==> config.mk <==
export PLATFORM = sky130hd
export DESIGN_NAME = gear_shift_ctrl
export DESIGN_NICKNAME = d
export VERILOG_FILES = /design/src/rtl/gear_pkg.sv /design/src/rtl/gear_shift_ctrl_timer.sv /design/src/rtl/gear_shift_ctrl.sv
export SDC_FILE = /design/constraint.sdc
export NUM_CORES = 1
export LEC_CHECK = 0
export BUFFER_PORTS_ARGS = -buffer_cell sky130_fd_sc_hd__buf_2
export CAP_MARGIN = 10
export CORE_UTILIZATION = 48
export DETAILED_ROUTE_END_ITERATION = 8
export PLACE_DENSITY = 0.76
export SETUP_SLACK_MARGIN = 0.4
export SKIP_LAST_GASP = 1
export SLEW_MARGIN = 20
export SYNTH_ARGS = -nofsm -noshare
export SYNTH_HDL_FRONTEND = slang
export SYNTH_SLANG_ARGS = --single-unit
==> constraint.sdc <==
create_clock -name clk -period 2.02 [get_ports clk]
set_clock_uncertainty 0.1 [all_clocks]
set_input_delay 0.404 -clock clk [delete_from_list [all_inputs] [get_ports clk]]
set_output_delay 0.404 -clock clk [all_outputs]
set_load 0.005 [all_outputs]
==> src/rtl/gear_pkg.sv <==
// Shared gear codes, FSM state type and request-qualification helpers for the
// gear selector and the display unit's gear decode.
package gear_pkg;

    localparam logic [3:0] GEAR_P = 4'd3;
    localparam logic [3:0] GEAR_R = 4'd6;
    localparam logic [3:0] GEAR_N = 4'd9;
    localparam logic [3:0] GEAR_D = 4'd12;

    typedef enum logic {
        STABLE,
        SHIFTING
    } state_t;

    function automatic logic is_gear_key(input logic [3:0] code);
        return (code == GEAR_P) || (code == GEAR_R) || (code == GEAR_N) || (code == GEAR_D);
    endfunction

    // Parking-side targets need a stopped, braked vehicle; leaving P always needs brake.
    function automatic logic interlock_ok(input logic [3:0] cur, input logic [3:0] tgt,
                                          input logic [7:0] speed, input logic brake);
        logic ok;
        ok = 1'b1;
        if (((tgt == GEAR_P) || (tgt == GEAR_R)) && !((speed == 8'd0) && brake))
            ok = 1'b0;
        if ((cur == GEAR_P) && !brake)
            ok = 1'b0;
        return ok;
    endfunction

endpackage

==> src/rtl/gear_shift_ctrl_timer.sv <==
// Shift delay counter: cleared while idle, counts ticks, saturates at SHIFT_TICKS.
module shift_timer #(
    parameter int SHIFT_TICKS = 300,
    parameter int CNT_W       = 10
) (
    input  logic clk,
    input  logic rst,
    input  logic clr_i,
    input  logic tick_i,
    output logic done_o
);

    localparam logic [CNT_W-1:0] LIMIT = CNT_W'(SHIFT_TICKS);

    logic [CNT_W-1:0] count_q;
    logic [CNT_W-1:0] count_d;

    // NOTE: every variable gets a default first so no path leaves it unassigned (no latch).
    always_comb begin
        count_d = count_q;
        if (clr_i)
            count_d = '0;
        else if (tick_i && (count_q != LIMIT))
            count_d = count_q + 1'b1;
    end

    // NOTE: sequential state uses non-blocking assignments only.
    always_ff @(posedge clk) begin
        if (rst)
            count_q <= '0;
        else
            count_q <= count_d;
    end

    assign done_o = (count_q == LIMIT);

endmodule

==> src/rtl/gear_shift_ctrl.sv <==
// Gear selector FSM: qualifies keypad gear requests against brake/speed interlocks,
// runs a timed shift, and drives the registered gear code and torque enables.
module gear_shift_ctrl
    import gear_pkg::*;
#(
    parameter int SHIFT_TICKS = 300,
    parameter int CNT_W       = 10
) (
    input  logic       clk,
    input  logic       rst,
    input  logic       tick_ms,
    input  logic       key_valid,
    input  logic [3:0] key_code,
    input  logic       brake,
    input  logic [7:0] speed,
    output logic [3:0] gear_char,
    output logic       shift_busy,
    output logic       shift_reject,
    output logic       drive_en,
    output logic       reverse_en
);

    state_t     state_q;
    logic [3:0] gear_q;
    logic [3:0] target_q;
    logic       busy_q;
    logic       reject_q;
    logic       drive_q;
    logic       reverse_q;
    logic       timer_done;

    shift_timer #(
        .SHIFT_TICKS(SHIFT_TICKS),
        .CNT_W      (CNT_W)
    ) u_timer (
        .clk   (clk),
        .rst   (rst),
        .clr_i (state_q == STABLE),
        .tick_i(tick_ms),
        .done_o(timer_done)
    );

    always_ff @(posedge clk) begin
        if (rst) begin
            state_q   <= STABLE;
            gear_q    <= GEAR_P;
            target_q  <= GEAR_P;
            busy_q    <= 1'b0;
            reject_q  <= 1'b0;
            drive_q   <= 1'b0;
            reverse_q <= 1'b0;
        end else begin
            reject_q <= 1'b0;
            case (state_q)
                STABLE: begin
                    if (key_valid && is_gear_key(key_code) && (key_code != gear_q)) begin
                        if (interlock_ok(gear_q, key_code, speed, brake)) begin
                            target_q  <= key_code;
                            state_q   <= SHIFTING;
                            busy_q    <= 1'b1;
                            drive_q   <= 1'b0;
                            reverse_q <= 1'b0;
                        end else begin
                            reject_q <= 1'b1;
                        end
                    end
                end
                SHIFTING: begin
                    if (key_valid && is_gear_key(key_code))
                        reject_q <= 1'b1;
                    // Rolling vehicle while heading for P/R: fall back to neutral, abort wins.
                    if (((target_q == GEAR_P) || (target_q == GEAR_R)) && (speed != 8'd0)) begin
                        gear_q   <= GEAR_N;
                        state_q  <= STABLE;
                        busy_q   <= 1'b0;
                        reject_q <= 1'b1;
                    end else if (timer_done) begin
                        gear_q    <= target_q;
                        state_q   <= STABLE;
                        busy_q    <= 1'b0;
                        drive_q   <= (target_q == GEAR_D);
                        reverse_q <= (target_q == GEAR_R);
                    end
                end
                default: state_q <= STABLE;
            endcase
        end
    end

    assign gear_char    = gear_q;
    assign shift_busy   = busy_q;
    assign shift_reject = reject_q;
    assign drive_en     = drive_q;
    assign reverse_en   = reverse_q;

endmodule

**Yosys cells after proc, flatten, opt, wreduce, memory -nomap -nowiden**

Index checks and enable logic that the tools add are counted.

- Output and inout port bits: 8
- Bits in registers: 23
- Word-level logic and storage cells: 77
- Bits of input ports: 17

- Bitwise operators: 1
- Add/sub/neg operators: 1
- Reduce and logical (&&, ||, !) cells: 21
- Multiplexer cells: 30
- Equal/unequal tests: 16

Operators by type and width:

| operator | count |
|---|---|
| $mux 1 | 23 |
| $eq 4x2->1 const B | 3 |
| $eq 4x4->1 const B | 3 |
| $add 10x1->10 const B | 1 |
| $eq 10x9->1 const B | 1 |
| $ne 10x9->1 const B | 1 |
| $pmux 1 s2 | 5 |
| $eq 4x3->1 const B | 2 |
| $logic_not 8->1 | 1 |
| $mux 4 | 2 |
| $reduce_bool 8->1 | 1 |
| $logic_and 1x1->1 | 7 |
| $ne 2x2->1 const B | 3 |
| $reduce_and 3->1 | 2 |
| $logic_or 1x1->1 | 4 |
| $ne 4x4->1 | 1 |
| $reduce_and 4->1 | 1 |
| $ne 3x1->1 const B | 1 |
| $logic_not 1->1 | 2 |
| $ne 2x1->1 const B | 1 |
| $reduce_and 2->1 | 1 |
| $reduce_bool 2->1 | 1 |
| $reduce_or 2->1 | 1 |
| $not 1->1 | 1 |

**Logic depth before layout (Yosys ltp)**

Gate-level depths: netlist (run 1).

- Depth in word-level cells: 12
- Mapped depth: 7
- Gate-level depth less buffers: 7

**Cells and area by module**

From an unflattened synthesis (run 1), not the netlist that was laid out.

- Cells, all modules: 133
- Area total of the unflattened synthesis: 1,234.9 sq um

Modules (own cells, without submodules):

| module | area an instance (sq um) | sequential area each (sq um) | cells each | instances |
|---|---|---|---|---|
| gear_shift_ctrl | 714.4 | 260.2 | 72 | 1 |
| shift_timer | 520.5 | 200.2 | 61 | 1 |

**Worst setup path before layout (run 1)**

Ideal clock, no wire load.

- Kind: register to register
- Start point: register u_timer.count_q[0]
- End point: register u_timer.count_q[4]
- Path slack: 125 ps
- Stages on the path, launching flop included: 8
- Period minus slack after synthesis: 1,895 ps
- Required time: 1,796 ps
- Arrival: 1,671 ps
- Setup time: 124 ps
- Buffers on the path: 0
- Cell sequence: dfxtp_1 -> inv_1 -> ha_1 -> and4bb_1 -> and3b_1 -> or4b_1 -> xor2_1 -> nor2_1

- Cells in the longest elaborated chain, start to end: 2
- Elaborated cells between the ends (all ways): 3
- Those cells by class: 1 x add/sub; 1 x eq/ne; 1 x reduce/logical

Ends and longest elaborated chain:

| element | line | source |
|---|---|---|
| start: declaration | gear_shift_ctrl_timer.sv:15 | `logic [CNT_W-1:0] count_q;` |
| start signal: assignment | gear_shift_ctrl_timer.sv:32 | `count_q <= count_d;` |
| parallel branches: the longest is 2 deep, another holds $add 10x1->10 | -- |  |

Parallel ways; which one is timed is not known.
A chain may end at the register's enable or synchronous reset.

**Final worst setup path (run 1)**

- Start point: register u_timer.count_q[0]
- End point: register gear_q[0], in the netlist gear_char[0]

- Cells in the longest elaborated chain, start to end: 3

Ends and longest elaborated chain:

| element | line | source |
|---|---|---|
| $eq 10x9->1 | gear_shift_ctrl_timer.sv:35 | `assign done_o = (count_q == LIMIT);` |
| $reduce_bool 2->1 (no source line) | -- |  |
| $reduce_and 2->1 (no source line) | -- |  |
| end signal: assignment | gear_shift_ctrl.sv:78 | `gear_q <= target_q;` |
| end: declaration | gear_shift_ctrl.sv:24 | `logic [3:0] gear_q;` |

Every way passes these cells.

==> flow_summary_export.csv, run 1 <==
group,metric,value,unit
routing,drc,0,
power_and_ir_drop,p_clk_share,26.7,%
place,gp_congestion,0.854,
place,placed_area,1440,µm²
cts,cts_num_sinks,23,
critical_path,cp_max_fo,3,
timing,clock.fmax,0.502,GHz
floorplanning,die_y,52.6,µm
floorplanning,io_pins,25,
synthesis,yosysSeqAreaShare,37.5,%
cts,clkLatencyLatePin,0.33,ns
timing,finalSetupTns,0,ns
routing,detail-route-antenna-nets,0,
power_and_ir_drop,p_sw_share,28.4,%
cts,cts_root_buf,"clkbuf_4",
synthesis,yosys_warnings,0,
min_path,hp-class,"in2reg",
timing,drv_slew,0,
timing,min_period,1.99,ns
timing,finalSetupViolCount,0,
timing,whs,0.304,ns
floorplanning,std_cell_rows,17,
routing,wl_per_cell,17.8,µm
grt,grt_start_max_net_pins,13,
run_status,status,"finished, final reports clean",
synthesis,synth_ff_type,"dfxtp_1",
final_layout,layout_common_cells,"buf_2, buf_4, nor2_1, dfxtp_1, nand2_1",
cts,clockBufferDepth,2,
timing,worstMarginPinSlew,0.377,ns
synthesis,yosysUniqueCellTypes,37,
routing,wl,3780,µm
grt,grt_pass1_vias,1204,
power_and_ir_drop,switchingPower,0.241,mW
grt,grt_first_pass_wirelength,5360,µm
critical_path,rr_worst_depth,8,
synthesis,yosys.area.top_type,"dfxtp_1",
final_layout,antennaDiodeCount,0,
synthesis,syn-num-nets,150,
power_and_ir_drop,powerDensity,468,nW/µm²
power_and_ir_drop,p_int,0.608,mW
final_layout,layout-drive-gt1-share,54.3,%
synthesis,yosys-top-cells-area,"dfxtp_1, xor2_1, nor4_4",
routing,first_pass_iters,4,
final_layout,final_common_cell,"buf_2",
cts,clk_pin_slew_worst_paths,0.13,ns
critical_path,endpoint_kind,"flip-flop",
final_layout,syn2layout_area_growth,47.7,%
synthesis,synth-edff-count,0,
synthesis,synth_area,1230,µm²
place,port_buffers,24,
cts,numCtsBuffers,3,
power_and_ir_drop,ir_drop,0.408,mV
place,hpwl,2060,µm
timing,layout_setup_ws,0.0280,ns
timing,final.period_utilization,98.6,%
timing,rsz0062_at_grt,"true",
synthesis,synth_area_per_cell,9.38,µm²
power_and_ir_drop,p_leak,0.716,nW
timing,finalHoldViolations,0,
grt,track_usage,27.9,%
flow_run,maxCapViolCount,0,
critical_path,crit_required,2.15,ns
power_and_ir_drop,power,0.849,mW
cts,cts_tree,"done",
critical_path,crit_arrival,2.12,ns
critical_path,path_class,"reg2reg",
final_layout,fin_nets,204,
place,dpl_worst_slack,0.0387,ns
grt,antenna_found_initial,0,
cts,cts.htree.levels,1,
grt,grt_overflow_total,0,
synthesis,syn_inst,131,
critical_path,cp-start-kind,"flip-flop",
min_path,whs_path_depth,3,
routing,vias,1232,
routing,viasPerCell,5.81,
synthesis,ys_ff_latch,23,
final_layout,stdcell_area,1810,µm²
floorplanning,core,2320,µm²
floorplanning,start_util,53.0,%
floorplanning,dieArea,2770,µm²
floorplanning,fp.dieW,52.6,µm
synthesis,synth_top_area_share,37.5,%
synthesis,postSynth.asyncResetShare,0,%
timing,relSlewSlack,74.7,%
routing,drtIter0Drc,32,
power_and_ir_drop,power_frac_comb,18.1,%
power_and_ir_drop,seqPwrFrac,55.2,%
routing by layer:
layer  part of all wire [%]  global-route usage (%)  wire length, µm
met3                    6.5                    6.38              246
met1                     41                    32.2             1570
met4                    1.8                    19.7               69
met2                     50                    44.7             1900
met5                      0                       0                0
layout make-up:
class | count | area [µm²]
timing repair buffer | 50 | 338
clock buffer | 4 | 26.3
multi-input combinational | 97 | 901
tap | 28 | 35.0
inverter | 10 | 37.5
fill | 129 | 504
sequential | 23 | 477
worst max-delay path: stages, from the launching register on:
cell and delay [ns]:
dfxtp_2 0.35, inv_2 0.08, ha_4 0.13, and4bb_1 0.24, buf_6 0.12, nand4_1 0.15
or3_4 0.46, o22ai_2 0.18, nand2_1 0.08
power groups by stage:
stage | Sequential, mW | Clock [mW] | Combinational, mW
6_report | 0.468 | 0.227 | 0.154
5_1_grt | 0.469 | 0.239 | 0.163
4_1_cts | 0.466 | 0.229 | 0.121
3_5_place_dp | 0.479 | 0 | 0.110
3_3_place_gp | 0.479 | 0 | 0.106
2_1_floorplan | 0.478 | 0 | 0.0647
worst paths after layout:
kind	startpoint	end	slack, ns
worst max-delay path	u_timer.count_q[0]$_SDFFE_PP0P_	gear_char[0]$_SDFFE_PP1P_	0.03
worst max register to register	u_timer.count_q[0]$_SDFFE_PP0P_	gear_char[0]$_SDFFE_PP1P_	0.03
worst min register to register	drive_en$_SDFFE_PP0P_	drive_en$_SDFFE_PP0P_	0.38
worst min-delay path	key_code[0]	target_q[0]$_SDFFE_PP1P_	0.30
per-stage QoR:
stage | std cells | util [%]
after floorplan | 131 | -
after global placement | 188 | 62.0
after detailed placement | 188 | 62.0
after CTS | 203 | 69.6
after global routing | 212 | 78.3
final | 212 | 78.3
registers in the layout (all words and copies together) (netlist names):
| register | cells |
|---|---|
| gear_char | 4 |
| shift_busy | 1 |
| shift_reject | 1 |
| target_q | 4 |
| reverse_en | 1 |
| u_timer.count_q | 10 |
| state_q | 1 |
| drive_en | 1 |
synthesized netlist by cell type, types with 2 or more instances:
cell        n
o21ai_0     5
a2111oi_4   2
o22ai_1     2
nand3_1     3
mux2i_1     2
dfxtp_1    23
or3_1       3
o21ai_1     2
nand4_1     5
inv_1      10
nand2_1    11
xnor2_1     3
o21a_1      3
a21oi_1     8
nor4_4      3
nor2_1     14
ha_1        2
xor2_1     11
repair_timing:
action                     CTS  global route
buffers inserted            11             9
pin swaps                   10            14
hold buffers                 0             0
setup endpoints to repair   20            23
gates resized for setup     20            29
cells by family after synthesis:
family                     Yosys count  share of synthesized area [%]
AOI/OAI and AO/OA                   28                           18.7
and+or+nand+nor                     51                           26.8
buffers and inverters               11                           3.36
adders and majority gates            2                           2.04
muxes                                2                           1.63
xor gates and xnor gates            14                           9.98
DFF                                 23                           37.5
No activity file was read; power rests on OpenSTA's default activity.
==> inputs of run 2 (changes only) <==
ABC_AREA = 1   (was not set)
CORE_MARGIN = 2   (was not set)
CORE_UTILIZATION = 49   (was 48)
==> run 2 against run 1 <==
  * Total power down 6.4%
  * Routed wire length shrank 21%
  * Cell area fell by 10%
  * Via count is 6.7% higher
  * Non-clock buffer count fell by 19
  * Synthesized area increased by 10%
  * Critical path type unchanged
  * Largest power group unchanged
  * Highest routed layer unchanged
==> flow_summary_export.csv, run 2 <==
group,metric,value,unit
place,gp_congestion,0.860,
critical_path,path_class,"reg2reg",
critical_path,endpoint_kind,"flip-flop",
final_layout,nFillCells,253,
critical_path,crit_chain,"inv_2, ha_4, nand2_1, nor2_1, nand3_2, nor2_4, nand2_4, a21oi_1, nor2_1",
timing,clock.fmax,0.627,GHz
timing,finalSetupTns,0,ns
routing,first_pass_iters,4,
power_and_ir_drop,p_clk_share,26.9,%
synthesis,syn-num-nets,217,
cts,cts_root_buf,"clkbuf_4",
power_and_ir_drop,switchingPower,0.211,mW
timing,drv_slew,0,
synthesis,yosys-top-cells-area,"dfxtp_1, nand2_1, inv_1",
cts,clk_pin_slew_worst_paths,0.13,ns
power_and_ir_drop,power_frac_comb,14.4,%
final_layout,fin_nets,251,
power_and_ir_drop,p_int,0.584,mW
synthesis,yosysSeqAreaShare,34.0,%
final_layout,largest_reg_flops,10,
critical_path,crit_required,2.15,ns
min_path,hp-class,"in2reg",
floorplanning,dieArea,3200,µm²
final_layout,postLayoutCoreUtil,60.7,%
grt,grt_start_max_net_pins,15,
timing,worstMarginPinSlew,0.324,ns
critical_path,cp_max_fo,5,
final_layout,syn2layout_area_growth,20.5,%
final_layout,fin_cells,262,
final_layout,seqCellArea,465,µm²
synthesis,yosysUniqueCellTypes,28,
synthesis,synthTopCellsByCount,"nand2_1, dfxtp_1, inv_1, nor2_1",
floorplanning,std_cell_rows,19,
cts,ctsHoldBuffers,0,
routing,viasPerCell,5.02,
floorplanning,start_util,50.3,%
grt,antenna_found_initial,0,
timing,final.period_utilization,79.0,%
critical_path,rr_worst_depth,9,
critical_path,cp-start-kind,"flip-flop",
grt,track_usage,19.3,%
routing,wl_per_cell,11.4,µm
synthesis,synth_area,1350,µm²
synthesis,postSynth.asyncResetShare,0,%
floorplanning,core,2690,µm²
power_and_ir_drop,p_sw_share,26.6,%
timing,min_period,1.59,ns
synthesis,synth-edff-count,0,
synthesis,synth_most_common_cell,"nand2_1",
synthesis,synth_top_area_share,34.0,%
synthesis,yosys_warnings,0,
cts,cts_num_sinks,23,
cts,clkLatencyLatePin,0.31,ns
critical_path,cp_slowest_stage_delay,0.36,ns
critical_path,crit_slowest_cell,"dfxtp_2",
power_and_ir_drop,p_leak,0.711,nW
final_layout,multi_input_area,815,µm²
place,dp_cells,251,
synthesis,synth_ff_type,"dfxtp_1",
final_layout,layout_common_cells,"nand2_1, buf_2, nor2_1",
place,hpwl,2130,µm
place,port_buffers,24,
routing,drtIter0Drc,77,
floorplanning,fp.dieW,56.5,µm
flow_run,maxCapViolCount,0,
synthesis,synth_area_per_cell,6.83,µm²
power_and_ir_drop,seqPwrFrac,58.8,%
floorplanning,die_y,56.5,µm
final_layout,antennaDiodeCount,0,
power_and_ir_drop,ir_drop,0.418,mV
final_layout,top_register,"u_timer.count_q",
timing,finalHoldViolations,0,
power_and_ir_drop,powerDensity,488,nW/µm²
timing,relSlewSlack,78.4,%
synthesis,syn_inst,198,
cts,cts.htree.levels,1,
synthesis,yosys.area.top_type,"dfxtp_1",
grt,grt_first_pass_wirelength,4880,µm
run_status,status,"finished, final reports clean",
critical_path,path_common_cell,"nor2_1",
min_path,whs_path_depth,2,
cts,numCtsBuffers,3,
critical_path,crit_arrival,1.72,ns
final_layout,layout-drive-gt1-share,29.4,%
timing,rsz0062_at_grt,"true",
routing,detail-route-antenna-nets,0,
final_layout,final_common_cell,"nand2_1",
cts,cts_tree,"done",
grt,grt_overflow_total,0,
synthesis,ys_ff_latch,23,
routing,wl,3000,µm
routing,drc,0,
cts,clockBufferDepth,2,
floorplanning,io_pins,25,
timing,finalSetupViolCount,0,
routing,vias,1315,
grt,grt_pass1_vias,1126,
==> run 2: changes by cell type after synthesis, sizes merged, moves of 3 or more <==
| cell | change |
|---|---|
| nand2 | +56 |
| inv | +15 |
| nor2 | +12 |
| nand3 | +11 |
| xor2 | -9 |
| a21oi | +4 |
| nor3 | +4 |
| a2111oi | -3 |
| o21a | -3 |
| or3 | -3 |
==> run 2: cell type report <==
cell class                      instances  share of cell area [%]
Multi-Input combinational cell        147                    50.0
Sequential cell                        23                    28.5
Timing Repair Buffer                   31                    11.4
Inverter                               26                    6.14
Tap cell                               31                    2.38
Clock buffer                            4                    1.61
==> run 2: power groups by stage <==
| stage | Sequential [mW] | Clock [mW] | Combinational [mW] |
|---|---|---|---|
| after floorplan | 0.478 | 0 | 0.0701 |
| after global placement | 0.478 | 0 | 0.101 |
| after detailed placement | 0.478 | 0 | 0.103 |
| after CTS | 0.468 | 0.216 | 0.110 |
| after global routing | 0.468 | 0.236 | 0.129 |
| final | 0.467 | 0.214 | 0.114 |
==> run 2: cells by family after synthesis <==
group                    after synthesis  share of synthesized area (%)
buffers and inverters                 28                           8.88
adder cells (fa/ha/maj)                2                           1.85
XOR/XNOR                               6                           3.89
flip-flops                            23                           34.0
AO/OA/AOI/OAI                         21                           9.99
AND/OR/NAND/NOR                      118                           41.4
==> run 2: final timing paths <==
kind / startpoint / to / slack [ns]
worst max register to register: u_timer.count_q[1]$_SDFFE_PP0P_ / reverse_en$_SDFFE_PP0P_ / 0.43
worst max-delay path: u_timer.count_q[1]$_SDFFE_PP0P_ / reverse_en$_SDFFE_PP0P_ / 0.43
worst min-delay path: rst / shift_busy$_SDFFE_PP0P_ / 0.24
worst min register to register: shift_busy$_SDFFE_PP0P_ / shift_busy$_SDFFE_PP0P_ / 0.39
==> run 2: worst max-delay path: cells and delay by family (launching register included) <==
kind / cells / cell delay [ns]
AO/OA/AOI/OAI: 1 / 0.16
adder cells (fa/ha/maj): 1 / 0.13
buffers and inverters: 1 / 0.09
flip-flops: 1 / 0.36
AND/OR/NAND/NOR: 6 / 0.67
==> run 2: metal layers <==
metal	wire [µm]	vias to the layer above	part of all wire (%)	GRT usage (%)
met3	157	4	5.2	2.76
met2	1390	34	47	29.4
met1	1420	586	47	27.7
li1	-	691	-	-
met5	0	-	0	0
met4	26	0	0.87	7.14
==> run 2: timing repair <==
action,CTS,global route
setup buffers,2,5
gates resized for setup,4,11
pin swaps,2,5
endpoints found under the setup margin,10,16
==> run 2: metrics by stage <==
| step | instance area, µm² | total power [mW] | worst slack (ns) | hold slack [ns] |
|---|---|---|---|---|
| 2_1_floorplan | 1350 | 0.548 | 0.567 | 0.358 |
| 5_1_grt | 1630 | 0.833 | 0.307 | 0.221 |
| 3_5_place_dp | 1490 | 0.582 | 0.315 | 0.365 |
| 3_3_place_gp | 1490 | 0.580 | 0.385 | 0.368 |
| 4_1_cts | 1550 | 0.794 | 0.404 | 0.221 |
| 6_report | 1630 | 0.795 | 0.425 | 0.236 |
==> inputs of run 3 (changes only) <==
clock period = 1.3 ns   (was 2.02 ns; I/O delays follow)
==> run 3 against run 2 <==
  * The run now ends with negative setup slack left
  * Cell area rose by 27%
  * Register-to-register slack got worse by 0.71 ns
  * Non-clock buffer count rose by 33
  * Sequential cell count did not move
  * Sequential share of layout area fell by 5.3 points
  * Clock power rose by 67%
  * Total power rose by 67%
  * Critical path type unchanged
  * Largest cell class unchanged
  * Highest routed layer unchanged
==> flow_summary_export.csv, run 3 (synthesis results as in run 2) <==
group,metric,value,unit
run_status,status,"finished with violations",
run_status,violations,"negative setup slack",
place,hpwl,2430,µm
floorplanning,fp.dieW,56.5,µm
final_layout,largest_reg_flops,10,
timing,finalSetupViolCount,22,
cts,clk_pin_slew_worst_paths,0.13,ns
routing,first_pass_iters,4,
timing,final.period_utilization,122,%
grt,antenna_found_initial,0,
final_layout,nFillCells,178,
timing,drv_slew,0,
power_and_ir_drop,powerDensity,639,nW/µm²
timing,whs,0.0745,ns
place,dp_cells,283,
grt,grt_overflow_total,0,
floorplanning,dieArea,3200,µm²
timing,clock.fmax,0.632,GHz
final_layout,top_register,"u_timer.count_q",
critical_path,cp-start-kind,"flip-flop",
floorplanning,die_y,56.5,µm
floorplanning,io_pins,25,
cts,clockBufferDepth,2,
critical_path,cp_max_fo,5,
floorplanning,core,2690,µm²
routing,wl,4350,µm
cts,numCtsBuffers,3,
grt,grt_pass1_vias,1362,
final_layout,layout_common_cells,"nand2_1, buf_4, buf_2",
power_and_ir_drop,power,1.33,mW
timing,relSlewSlack,78.1,%
final_layout,fin_nets,286,
cts,cts.htree.levels,1,
power_and_ir_drop,ir_drop,0.702,mV
cts,cts_tree,"done",
routing,vias,1581,
critical_path,endpoint_kind,"flip-flop",
routing,detail-route-antenna-nets,0,
routing,wl_per_cell,14.6,µm
grt,grt_start_max_net_pins,14,
grt,track_usage,23.2,%
final_layout,layout-drive-gt1-share,53.4,%
timing,rsz0062_at_grt,"true",
floorplanning,start_util,50.3,%
timing,worstMarginPinSlew,0.325,ns
cts,cts_num_sinks,23,
routing,viasPerCell,5.32,
place,gp_congestion,0.857,
final_layout,syn2layout_area_growth,53.3,%
min_path,hp-class,"in2reg",
cts,cts_root_buf,"clkbuf_4",
critical_path,crit_arrival,1.71,ns
final_layout,final_common_cell,"nand2_1",
timing,layout_setup_ws,-0.283,ns
final_layout,postLayoutCoreUtil,77.2,%
floorplanning,std_cell_rows,19,
critical_path,path_class,"reg2reg",
place,port_buffers,24,
timing,finalHoldViolations,0,
critical_path,crit_required,1.43,ns
flow_run,maxCapViolCount,0,
final_layout,fin_cells,297,
routing,drc,0,
routing,drtIter0Drc,79,
grt,grt_first_pass_wirelength,5790,µm
power_and_ir_drop,p_leak,0.952,nW
timing,min_period,1.58,ns
place,dpl_worst_slack,-0.213,ns
final_layout,antennaDiodeCount,0,
cts,clkLatencyLatePin,0.33,ns
-- run 3: final timing paths --
kind	from	depth (start not counted)	endpoint	slack, ns
setup / recovery	u_timer.count_q[2]$_SDFFE_PP0P_	7	gear_char[3]$_SDFFE_PP0P_	-0.28
hold / removal	rst	2	gear_char[2]$_SDFFE_PP0P_	0.07
setup reg to reg	u_timer.count_q[2]$_SDFFE_PP0P_	7	gear_char[3]$_SDFFE_PP0P_	-0.28
hold reg to reg	shift_busy$_SDFFE_PP0P_	2	shift_busy$_SDFFE_PP0P_	0.39
-- run 3: layer usage --
metal	routed length, µm	track usage (%)
met2	2100	36.4
met1	1820	31.3
met3	291	3.46
met4	129	10.2
met5	0	0
-- run 3: final cells by class --
cell class | count | area [µm²] | area share [%]
Clock buffer | 3 | 22.5 | 1.09
Clock inverter | 1 | 5.00 | 0.241
Inverter | 26 | 105 | 5.07
Multi-Input combinational cell | 149 | 965 | 46.5
Sequential cell | 23 | 482 | 23.2
Tap cell | 31 | 38.8 | 1.87
Timing Repair Buffer | 64 | 455 | 22.0
-- run 3: repair_timing --
| item | 4_1_cts | 5_1_grt |
|---|---|---|
| setup endpoints to repair | 31 | 31 |
| cloned | 1 | 1 |
| hold buffers | 0 | 0 |
| resized for setup | 22 | 43 |
| setup buffers | 2 | 6 |
| pin swaps | 10 | 21 |
-- run 3: critical path, cell delays in order (launching register included) --
cell	delay, ns
dfxtp_1	0.37
inv_1	0.12
nor2_1	0.26
nand3_4	0.16
nor2_4	0.16
nand2_4	0.10
o21ai_2	0.16
a21oi_1	0.05
-- run 3: report_power, final --
part | total [mW] | internal [mW] | switching, mW | leakage [nW]
registers | 0.728 | 0.717 | 0.0111 | 0.190
logic | 0.239 | 0.104 | 0.135 | 0.744
clock network | 0.358 | 0.116 | 0.242 | 0.0177
total | 1.33 | 0.937 | 0.388 | 0.952
-- run 3: through the flow --
step,instance area [µm²],TNS [ns]
floorplan,1370,-1.11
global route,2070,-5.58
global placement,1740,-2.38
CTS,1850,-2.17
finish,2070,-4.00
detailed placement,1740,-3.07
